==> config.mk <==
export PLATFORM = sky130hd
export DESIGN_NAME = pe_accumulator
export DESIGN_NICKNAME = d
export VERILOG_FILES = /design/src/rtl/pe_accumulator.sv
export SDC_FILE = /design/constraint.sdc
export NUM_CORES = 1
export LEC_CHECK = 0
export BUFFER_PORTS_ARGS = -buffer_cell sky130_fd_sc_hd__buf_2
export CAP_MARGIN = 10
export CELL_PAD_IN_SITES_DETAIL_PLACEMENT = 1
export CELL_PAD_IN_SITES_GLOBAL_PLACEMENT = 1
export CORE_AREA = 10 10 77 79
export CTS_CLUSTER_SIZE = 14
export DETAILED_ROUTE_END_ITERATION = 7
export DIE_AREA = 0 0 87 89
export GPL_ROUTABILITY_DRIVEN = 0
export PLACE_DENSITY = 0.72
export SYNTH_ARGS = -nofsm -noshare
export SYNTH_HDL_FRONTEND = slang
export SYNTH_SLANG_ARGS = --single-unit
export TNS_END_PERCENT = 10
==> constraint.sdc <==
create_clock -name clk -period 2.6 [get_ports clk]
set_input_delay 0.78 -clock clk [delete_from_list [all_inputs] [get_ports clk]]
set_output_delay 0.78 -clock clk [all_outputs]
set_load 0.1 [all_outputs]
==> src/rtl/pe_accumulator.sv <==
// pe_accumulator: valid/ready dot-product group accumulator with a sticky overflow flag.
// Define PE_ACC_SAT_EN to clamp acc_out at its maximum on overflow instead of wrapping.
module pe_accumulator #(
    parameter int ACC_W = 16,
    parameter int CNT_W = 8
) (
    input  logic             clk,
    input  logic             rst_n,
    input  logic [7:0]       product,
    input  logic             in_valid,
    input  logic             in_last,
    output logic             in_ready,
    output logic [ACC_W-1:0] acc_out,
    output logic [CNT_W-1:0] beat_cnt,
    output logic             ovf,
    output logic             out_valid,
    input  logic             out_ready
);
    typedef enum logic [1:0] {IDLE, ACCUM, DONE} state_t;
    state_t           state, state_nxt;
    logic             accept, first;
    logic [ACC_W:0]   sum;
    logic [ACC_W-1:0] acc_add;
    logic [CNT_W-1:0] cnt_inc;
    always_comb begin
        accept    = in_valid && in_ready;
        first     = state == IDLE;
        sum       = {1'b0, acc_out} + (ACC_W+1)'(product);
`ifdef PE_ACC_SAT_EN
        acc_add   = sum[ACC_W] ? '1 : sum[ACC_W-1:0];
`else
        acc_add   = sum[ACC_W-1:0];
`endif
        cnt_inc   = &beat_cnt ? beat_cnt : beat_cnt + 1'b1;
        state_nxt = state == DONE ? (out_ready ? IDLE : DONE) :
                    accept ? (in_last ? DONE : ACCUM) : state;
    end
    // handshake flags are registered from the next state, so no input reaches them combinationally
    always_ff @(posedge clk or negedge rst_n) begin
        if (!rst_n) begin
            state     <= IDLE;
            acc_out   <= '0;
            beat_cnt  <= '0;
            ovf       <= 1'b0;
            in_ready  <= 1'b0;
            out_valid <= 1'b0;
        end else begin
            state     <= state_nxt;
            in_ready  <= state_nxt != DONE;
            out_valid <= state_nxt == DONE;
            if (accept) begin
                acc_out  <= first ? ACC_W'(product) : acc_add;
                beat_cnt <= first ? CNT_W'(1) : cnt_inc;
                ovf      <= !first && (ovf || sum[ACC_W]);
            end
        end
    end
endmodule

==> impl_metrics.ini, run 1 <==
[synthesis]
synth_fp_nets = 207
ys_types = 37
netlist_area_mm2 = 0.00166
syn_avg_cell_area_um2 = 9.04
synthArstFlopShare_pct = 100
ys_ff_latch = 29
synth_top_area_cell = dfrtp_1
synthSimpleGateAreaFrac_pct = 19.9
synth_compound_area_share_pct = 18.5
netlist_top_cells_area = dfrtp_1 44%, ha_1 6.8%, nor2_1 6.5%
synth_cells = 184
synth-xor-area-share_pct = 7.90
yosys_most_used_dff = dfrtp_1
synth_top_family_by_area = simple AND/OR/NAND/NOR gates
synth-adder-area-share_pct = 7.98
synthMuxAreaShare_pct = 0
ys_seq_area_share_pct = 43.6
synth_top_cell_area_share_pct = 43.6
ys_warn_count = 0
synth_edf_count = 0

[sta]
maxSlewViolCount = 0
rsz0062_at_grt = no
worstMarginPinSlew_ps = 758
fmax_mhz = 415
fin_crit_sh_pct = 92.7
setup_viol = 0
finalCriticalPeriod_ps = 2410
hold_violations = 0
maxSlewHeadroom_pct = 49.3
skew_ps = 4.94

[drt]
ant_nets = 0
post-route-drc-count = 0
viasPerCell = 5.29
via_count = 1519
wl_per_cell_um = 16.0
wl_um = 4600
drtIter0Drc = 49
firstDrtPassIters = 4

[clocking]
cts.sinks = 29
cts_tree = yes
post_cts_buffers = 0
post_cts_resized = 0
h-tree-depth = 2
cts_made_buffers = 5
path_clk_slew_ps = 60
root_buffer = clkbuf_8
cts.hold.buffers_added = 0
clk_path_buf_depth = 2
clk_latency_ps = 280

[floorplan]
std_cell_rows = 25
io_pins = 40
die-width_um = 87
start_util_pct = 36.7
core_area_mm2 = 0.00454
dieArea_mm2 = 0.00774
die_y_um = 89

[flow_run]
cap_violations = 0

[setup_path]
worst-path-buf-inv = 1
crit_path_end_kind = flip-flop
worstPathCellList = buf_2, ha_1, fa_1, a21o_1, a221oi_2, a211oi_1, nand3_1, xor2_1, nor2_1
worstPathArrival_ps = 2580
required_ps = 2770
cp_top_family = compound AO/OA/AOI/OAI gates
max_stage_delay_ps = 390
cp_max_fo = 3
crit_type = input pin to flip-flop
crit_path_top_delay_cell = fa_1
startpoint_type = input pin

[min_path]
hp-class = flip-flop to flip-flop

[global_route]
grtUsageTotal_pct = 12.7
grt_pass1_vias = 1636
grt_pass1_wl_um = 7860
grt_max_degree = 30
antenna_found_initial = 0
globalRouteOverflowTotal = 0

[finish]
area_growth_pct = 25.4
final_cell_mix = 39 x buf_2, 29 x nor2_1, 27 x dfrtp_1
n_antenna_cell = 0
layout_commonest_cell = buf_2
post-route-util_pct = 46.0
nNetsFinal = 255
drive_above_1_share_pct = 25.3

[place]
port_buffers = 39
hpwl_um = 3480

[outcome]
status = finished clean
[final cells by class]
class                           count  area (µm²)
Clock inverter                      1        30.0
Timing Repair Buffer               46         248
Multi-Input combinational cell    146         910
Inverter                            4        15.0
Fill cell                         545        2450
Clock buffer                        7        86.3
Sequential cell                    29         728
Tap cell                           54        67.6
[Yosys cell counts (3+ instances only)]
cell / n
dfrtp_1: 29
a21oi_1: 17
a211oi_1: 3
nand2_1: 22
ha_1: 9
a31oi_1: 4
clkbuf_1: 5
xor2_1: 7
o21ai_0: 4
and3_1: 3
inv_1: 4
and2_1: 3
nand4_1: 4
a21o_1: 5
xnor2_1: 8
nand3_1: 8
nor2_1: 29
[per-stage QoR]
stage | instances | hold slack [ps] | area [µm²] | setup WS [ps] | TNS [ps]
global placement | 279 | 495 | 1970 | -71.0 | -117
floorplan | 184 | 484 | 1670 | 73.5 | 0
global route | 287 | 535 | 2080 | 117 | 0
CTS | 287 | 524 | 2080 | 193 | 0
detailed placement | 279 | 500 | 1970 | -103 | -190
finish | 287 | 516 | 2080 | 190 | 0
[state kept, by name, summed over array words and instances (netlist names)]
signal / count
beat_cnt: 8
acc_out: 16
out_valid: 1
state: 2
in_ready: 1
ovf: 1
[cell families (layout without fill, tap and decap cells)]
logic type,after synthesis,in the layout
simple gates,74,74
compound gates,47,47
flops,29,29
xor+xnor,15,15
fa+ha+maj,10,10
buf+inv,9,58
[worst register-to-register path, cell delays in order, from the launching register on]
cell and delay, ps:
dfrtp_2 410, ha_1 210, fa_1 390, a21o_1 210, a221oi_2 330, a211oi_1 200
nand3_1 140, xor2_1 150, nor2_1 50
[path summary, 6_finish.rpt]
path / startpoint / to / slack [ps] / depth (start not counted)
max in group asynchronous: rst_n / acc_out[0] / 1590 / 1
min reg2reg: ovf / ovf / 520 / 2
max: product[0] / acc_out[14] / 190 / 9
max reg2reg: acc_out[0] / acc_out[14] / 390 / 8
min: ovf / ovf / 520 / 2
min in group asynchronous: rst_n / acc_out[6] / 530 / 1
[per-layer routing]
| layer | global-route usage (%) | part of all wire, % | up-vias | wire, µm |
|---|---|---|---|---|
| met1 | 15.6 | 47 | 735 | 2150 |
| met4 | 3.98 | 1.2 | 0 | 53 |
| li1 | - | - | 748 | - |
| met5 | 0 | 0 | - | 0 |
| met2 | 19.7 | 44 | 32 | 2040 |
| met3 | 5.47 | 7.8 | 4 | 359 |
Power of run 1 is left out: the tool's default activity adds up to more than one toggle a clock period on the data nets, which glitch-free logic cannot reach.
==> inputs of run 2 (changes only) <==
- REMOVE_ABC_BUFFERS: not set -> 1
==> run 2 against run 1 <==
  * Cell area decreased by 0.60%
  * Critical path type unchanged
  * Utilization down 0.28 points
  * Sequential cell count unchanged
  * Register-to-register slack better by 40 ps
  * Sequential share of layout area is 0.090 points higher
  * Clock skew shrank 1.5 ps
  * Via count is 1.8% higher
  * Critical path depth is 1 higher
  * Setup slack improved by 32 ps
  * Non-clock buffer count unchanged
  * Routed wire length grew 6.7%
==> impl_metrics.ini, run 2 (synthesis results as in run 1) <==
[finish]
n_fill_cell = 565
multiInputGateArea_um2 = 915
n_antenna_cell = 0
nNetsFinal = 255
ff_latch_area_um2 = 726
design_area_mm2 = 0.00207
post-route-util_pct = 45.7
largest_reg_flops = 16
largest-register = acc_out
final_cell_mix = 39 x buf_2, 29 x nor2_1, 29 x dfrtp_1
layout_commonest_cell = buf_2
area_growth_pct = 24.6
top_regs = acc_out x16, beat_cnt x8, state x2
drive_above_1_share_pct = 25.3

[sta]
maxSlewHeadroom_pct = 54.2
fin_crit_sh_pct = 91.5
fmax_mhz = 421
finalCriticalPeriod_ps = 2380
setup_viol = 0
worstMarginPinSlew_ps = 687
maxSlewViolCount = 0
rsz0062_at_grt = no
skew_ps = 3.48
hold_violations = 0

[floorplan]
core_area_mm2 = 0.00454
io_pins = 40
std_cell_rows = 25
start_util_pct = 36.7
dieArea_mm2 = 0.00774
die-width_um = 87
die_y_um = 89

[setup_path]
worstPathArrival_ps = 2550
max_stage_delay_ps = 400
crit_type = input pin to flip-flop
startpoint_type = input pin
crit_path_end_kind = flip-flop
required_ps = 2770
crit_path_top_delay_cell = fa_1
worstPathCellList = buf_2, ha_1, fa_1, a21o_1, a221oi_2, buf_4, a211oi_1, nand3_1, xor2_1, nor2_1
cp_max_fo = 3

[clocking]
cts_tree = yes
h-tree-depth = 2
clk_latency_ps = 280
clk_path_buf_depth = 2
cts_made_buffers = 5
path_clk_slew_ps = 60
post_cts_resized = 0
cts.sinks = 29
root_buffer = clkbuf_8
cts.hold.buffers_added = 0
post_cts_buffers = 0

[drt]
post-route-drc-count = 0
drtIter0Drc = 29
viasPerCell = 5.39
wl_per_cell_um = 17.1
firstDrtPassIters = 4
via_count = 1546
ant_nets = 0
wl_um = 4910

[place]
hpwl_um = 3740
port_buffers = 39
place_area_mm2 = 0.00196

[outcome]
status = finished clean

[global_route]
globalRouteOverflowTotal = 0
grtUsageTotal_pct = 13.6
grt_max_degree = 30
grt_pass1_wl_um = 8360
grt_pass1_vias = 1686
antenna_found_initial = 0

[min_path]
hp-class = flip-flop to flip-flop

[flow_run]
cap_violations = 0
-- run 2: cell types whose count changed in the layout (fill, tap and decap cells not counted) --
| cell | previous run | this run |
|---|---|---|
| dfrtp_2 | 2 | 0 |
| bufinv_16 | 1 | 0 |
| clkbuf_1 | 1 | 0 |
| a211oi_2 | 0 | 1 |
| clkinv_2 | 0 | 1 |
| a211oi_1 | 3 | 2 |
| dfrtp_1 | 27 | 29 |
| clkbuf_8 | 6 | 7 |
-- run 2: routing by layer --
metal,vias to the layer above,part of all wire [%],global-route usage [%]
met5,-,0,0
met4,0,1.2,4.42
met3,6,6.1,4.65
met2,28,48,22.8
met1,765,45,15.8
li1,747,-,-
-- run 2: path summary, 6_finish.rpt --
path                            cells past startpoint       start           to  slack [ps]
worst max-delay path                               10  product[0]  acc_out[14]         220
worst min-delay path                                2         ovf          ovf         520
worst max register to register                      9  acc_out[0]  acc_out[14]         430
worst min register to register                      2         ovf          ovf         520
max in group asynchronous                           1       rst_n  acc_out[15]        1630
min in group asynchronous                           1       rst_n   acc_out[1]         540
-- run 2: worst max-delay path: cells and delay by family --
kind            cells  cell delay, ps
fa+ha+maj           2             620
compound gates      3             550
xor+xnor            1             140
simple gates        2             190
buf+inv             2             270
-- run 2: through the flow --
step / setup WS [ps] / std cells / setup TNS, ps / hold WS [ps]
after global placement: -50.0 / 279 / -93.2 / 496
after floorplan: -223 / 179 / -663 / 484
after CTS: 155 / 287 / 0 / 529
after global routing: 72.7 / 287 / 0 / 579
final: 222 / 287 / 0 / 521
after detailed placement: -147 / 279 / -463 / 502
-- run 2: area by class of cell --
type | count | share of cell area [%]
clock inverters | 1 | 0.242
multi-input cells | 146 | 44.1
flip-flops and latches | 29 | 35.0
clock buffers | 7 | 4.65
inverters | 4 | 0.725
well taps | 54 | 3.26
repair buffers | 46 | 12.0
Power of run 2 is left out for the same reason.
==> inputs of run 3 (changes only) <==
- CELL_PAD_IN_SITES_DETAIL_PLACEMENT: 1 -> not set
- CELL_PAD_IN_SITES_GLOBAL_PLACEMENT: 1 -> not set
- CORE_AREA: 10 10 77 79 -> 10 10 68 70
- DIE_AREA: 0 0 87 89 -> 0 0 78 80
==> run 3 against run 2 <==
  * Sequential share of layout area rose by 0.91 points
  * Setup slack worse by 75 ps
  * Register-to-register slack got worse by 130 ps
  * Worst hold slack worse by 56 ps
  * Cell area is 2.5% lower
  * Die area decreased by 19%
  * Routed wire length down 16%
  * Largest cell class unchanged
  * Highest routed layer unchanged
==> impl_metrics.ini, run 3 (synthesis results as in run 1) <==
[outcome]
status = finished clean

[sta]
rsz0062_at_grt = no
fin_crit_sh_pct = 94.3
worstMarginPinSlew_ps = 650
hold_violations = 0
fmax_mhz = 408
maxSlewViolCount = 0
skew_ps = 9.54
finalCriticalPeriod_ps = 2450
setup_viol = 0
maxSlewHeadroom_pct = 56.5

[finish]
drive_above_1_share_pct = 24.5
final_cell_mix = 39 x buf_2, 29 x nor2_1, 29 x dfrtp_1
n_antenna_cell = 0
largest-register = acc_out
design_area_mm2 = 0.00202
largest_reg_flops = 16
area_growth_pct = 21.4
layout_commonest_cell = buf_2
nNetsFinal = 255
top_regs = acc_out x16, beat_cnt x8, state x2

[floorplan]
die_y_um = 80
start_util_pct = 50.6
std_cell_rows = 21
dieArea_mm2 = 0.00624
io_pins = 40
core_area_mm2 = 0.00328
die-width_um = 78

[place]
port_buffers = 39
place_area_mm2 = 0.00195
hpwl_um = 3060

[clocking]
cts.sinks = 29
clk_path_buf_depth = 2
clk_latency_ps = 330
post_cts_resized = 0
path_clk_slew_ps = 100
cts_tree = yes
cts_made_buffers = 5
post_cts_buffers = 0
cts.hold.buffers_added = 0
h-tree-depth = 2
root_buffer = clkbuf_4

[setup_path]
r2r-end = acc_out[8]
startpoint_type = input pin
cp_max_fo = 2
reg2reg_slack_ps = 300
required_ps = 2850
reg2regPathDepth = 9
r2r_start = acc_out[0]
worstPathArrival_ps = 2700
crit_path_end_kind = flip-flop
crit_type = input pin to flip-flop

[min_path]
hp-class = input pin to async pin

[drt]
firstDrtPassIters = 4
ant_nets = 0
via_count = 1515
wl_per_cell_um = 14.8
wl_um = 4120
post-route-drc-count = 0
viasPerCell = 5.43
drtIter0Drc = 68

[global_route]
grt_max_degree = 30
grt_pass1_wl_um = 6910
globalRouteOverflowTotal = 0
grt_pass1_vias = 1538
grtUsageTotal_pct = 13.6
antenna_found_initial = 0

[flow_run]
cap_violations = 0
==> run 3: cell counts in the layout (fill, tap and decap cells not counted) <==
Identical to the previous run, type by type.
==> run 3: metrics by stage <==
stage                     TNS [ps]  hold slack (ps)  cells  worst slack, ps  util [%]
after CTS                        0              482    279              142      61.5
after global routing             0              504    279             25.9      61.5
after floorplan               -663              484    179             -223         -
final                            0              464    279              147      61.5
after global placement        -491              496    271             -187      59.4
after detailed placement      -611              514    271             -207      59.4
==> run 3: layout make-up <==
class,count,area (µm²)
Multi-Input combinational cell,146,903
Fill cell,303,1260
Sequential cell,29,726
Timing Repair Buffer,46,248
Clock inverter,1,5.00
Inverter,4,15.0
Clock buffer,7,65.1
Tap cell,46,57.6
==> run 3: worst max path at each step <==
stage,startpoint,endpoint,slack [ps],cells past startpoint
finish,product[0],acc_out[8],150,10
global route,product[0],acc_out[8],30,10
CTS,product[0],acc_out[8],140,10
detailed placement,product[0],acc_out[8],-210,10
global placement,product[0],acc_out[8],-190,10
floorplan,acc_out[0],acc_out[14],-220,8
==> run 3: layer usage <==
| metal | track usage [%] | wire length (µm) |
|---|---|---|
| met4 | 5.20 | 57 |
| met1 | 15.4 | 1830 |
| met2 | 22.6 | 1940 |
| met5 | 0 | 0 |
| met3 | 5.41 | 290 |
==> run 3: worst max-delay path, stage by stage <==
cell      delay (ps)
buf_2            110
ha_1             210
fa_1             400
a21o_1           210
a221oi_1         340
buf_4            180
o21bai_1          70
a211oi_1         230
o21ai_0          100
o31ai_1           70
Power of run 3 is left out for the same reason.
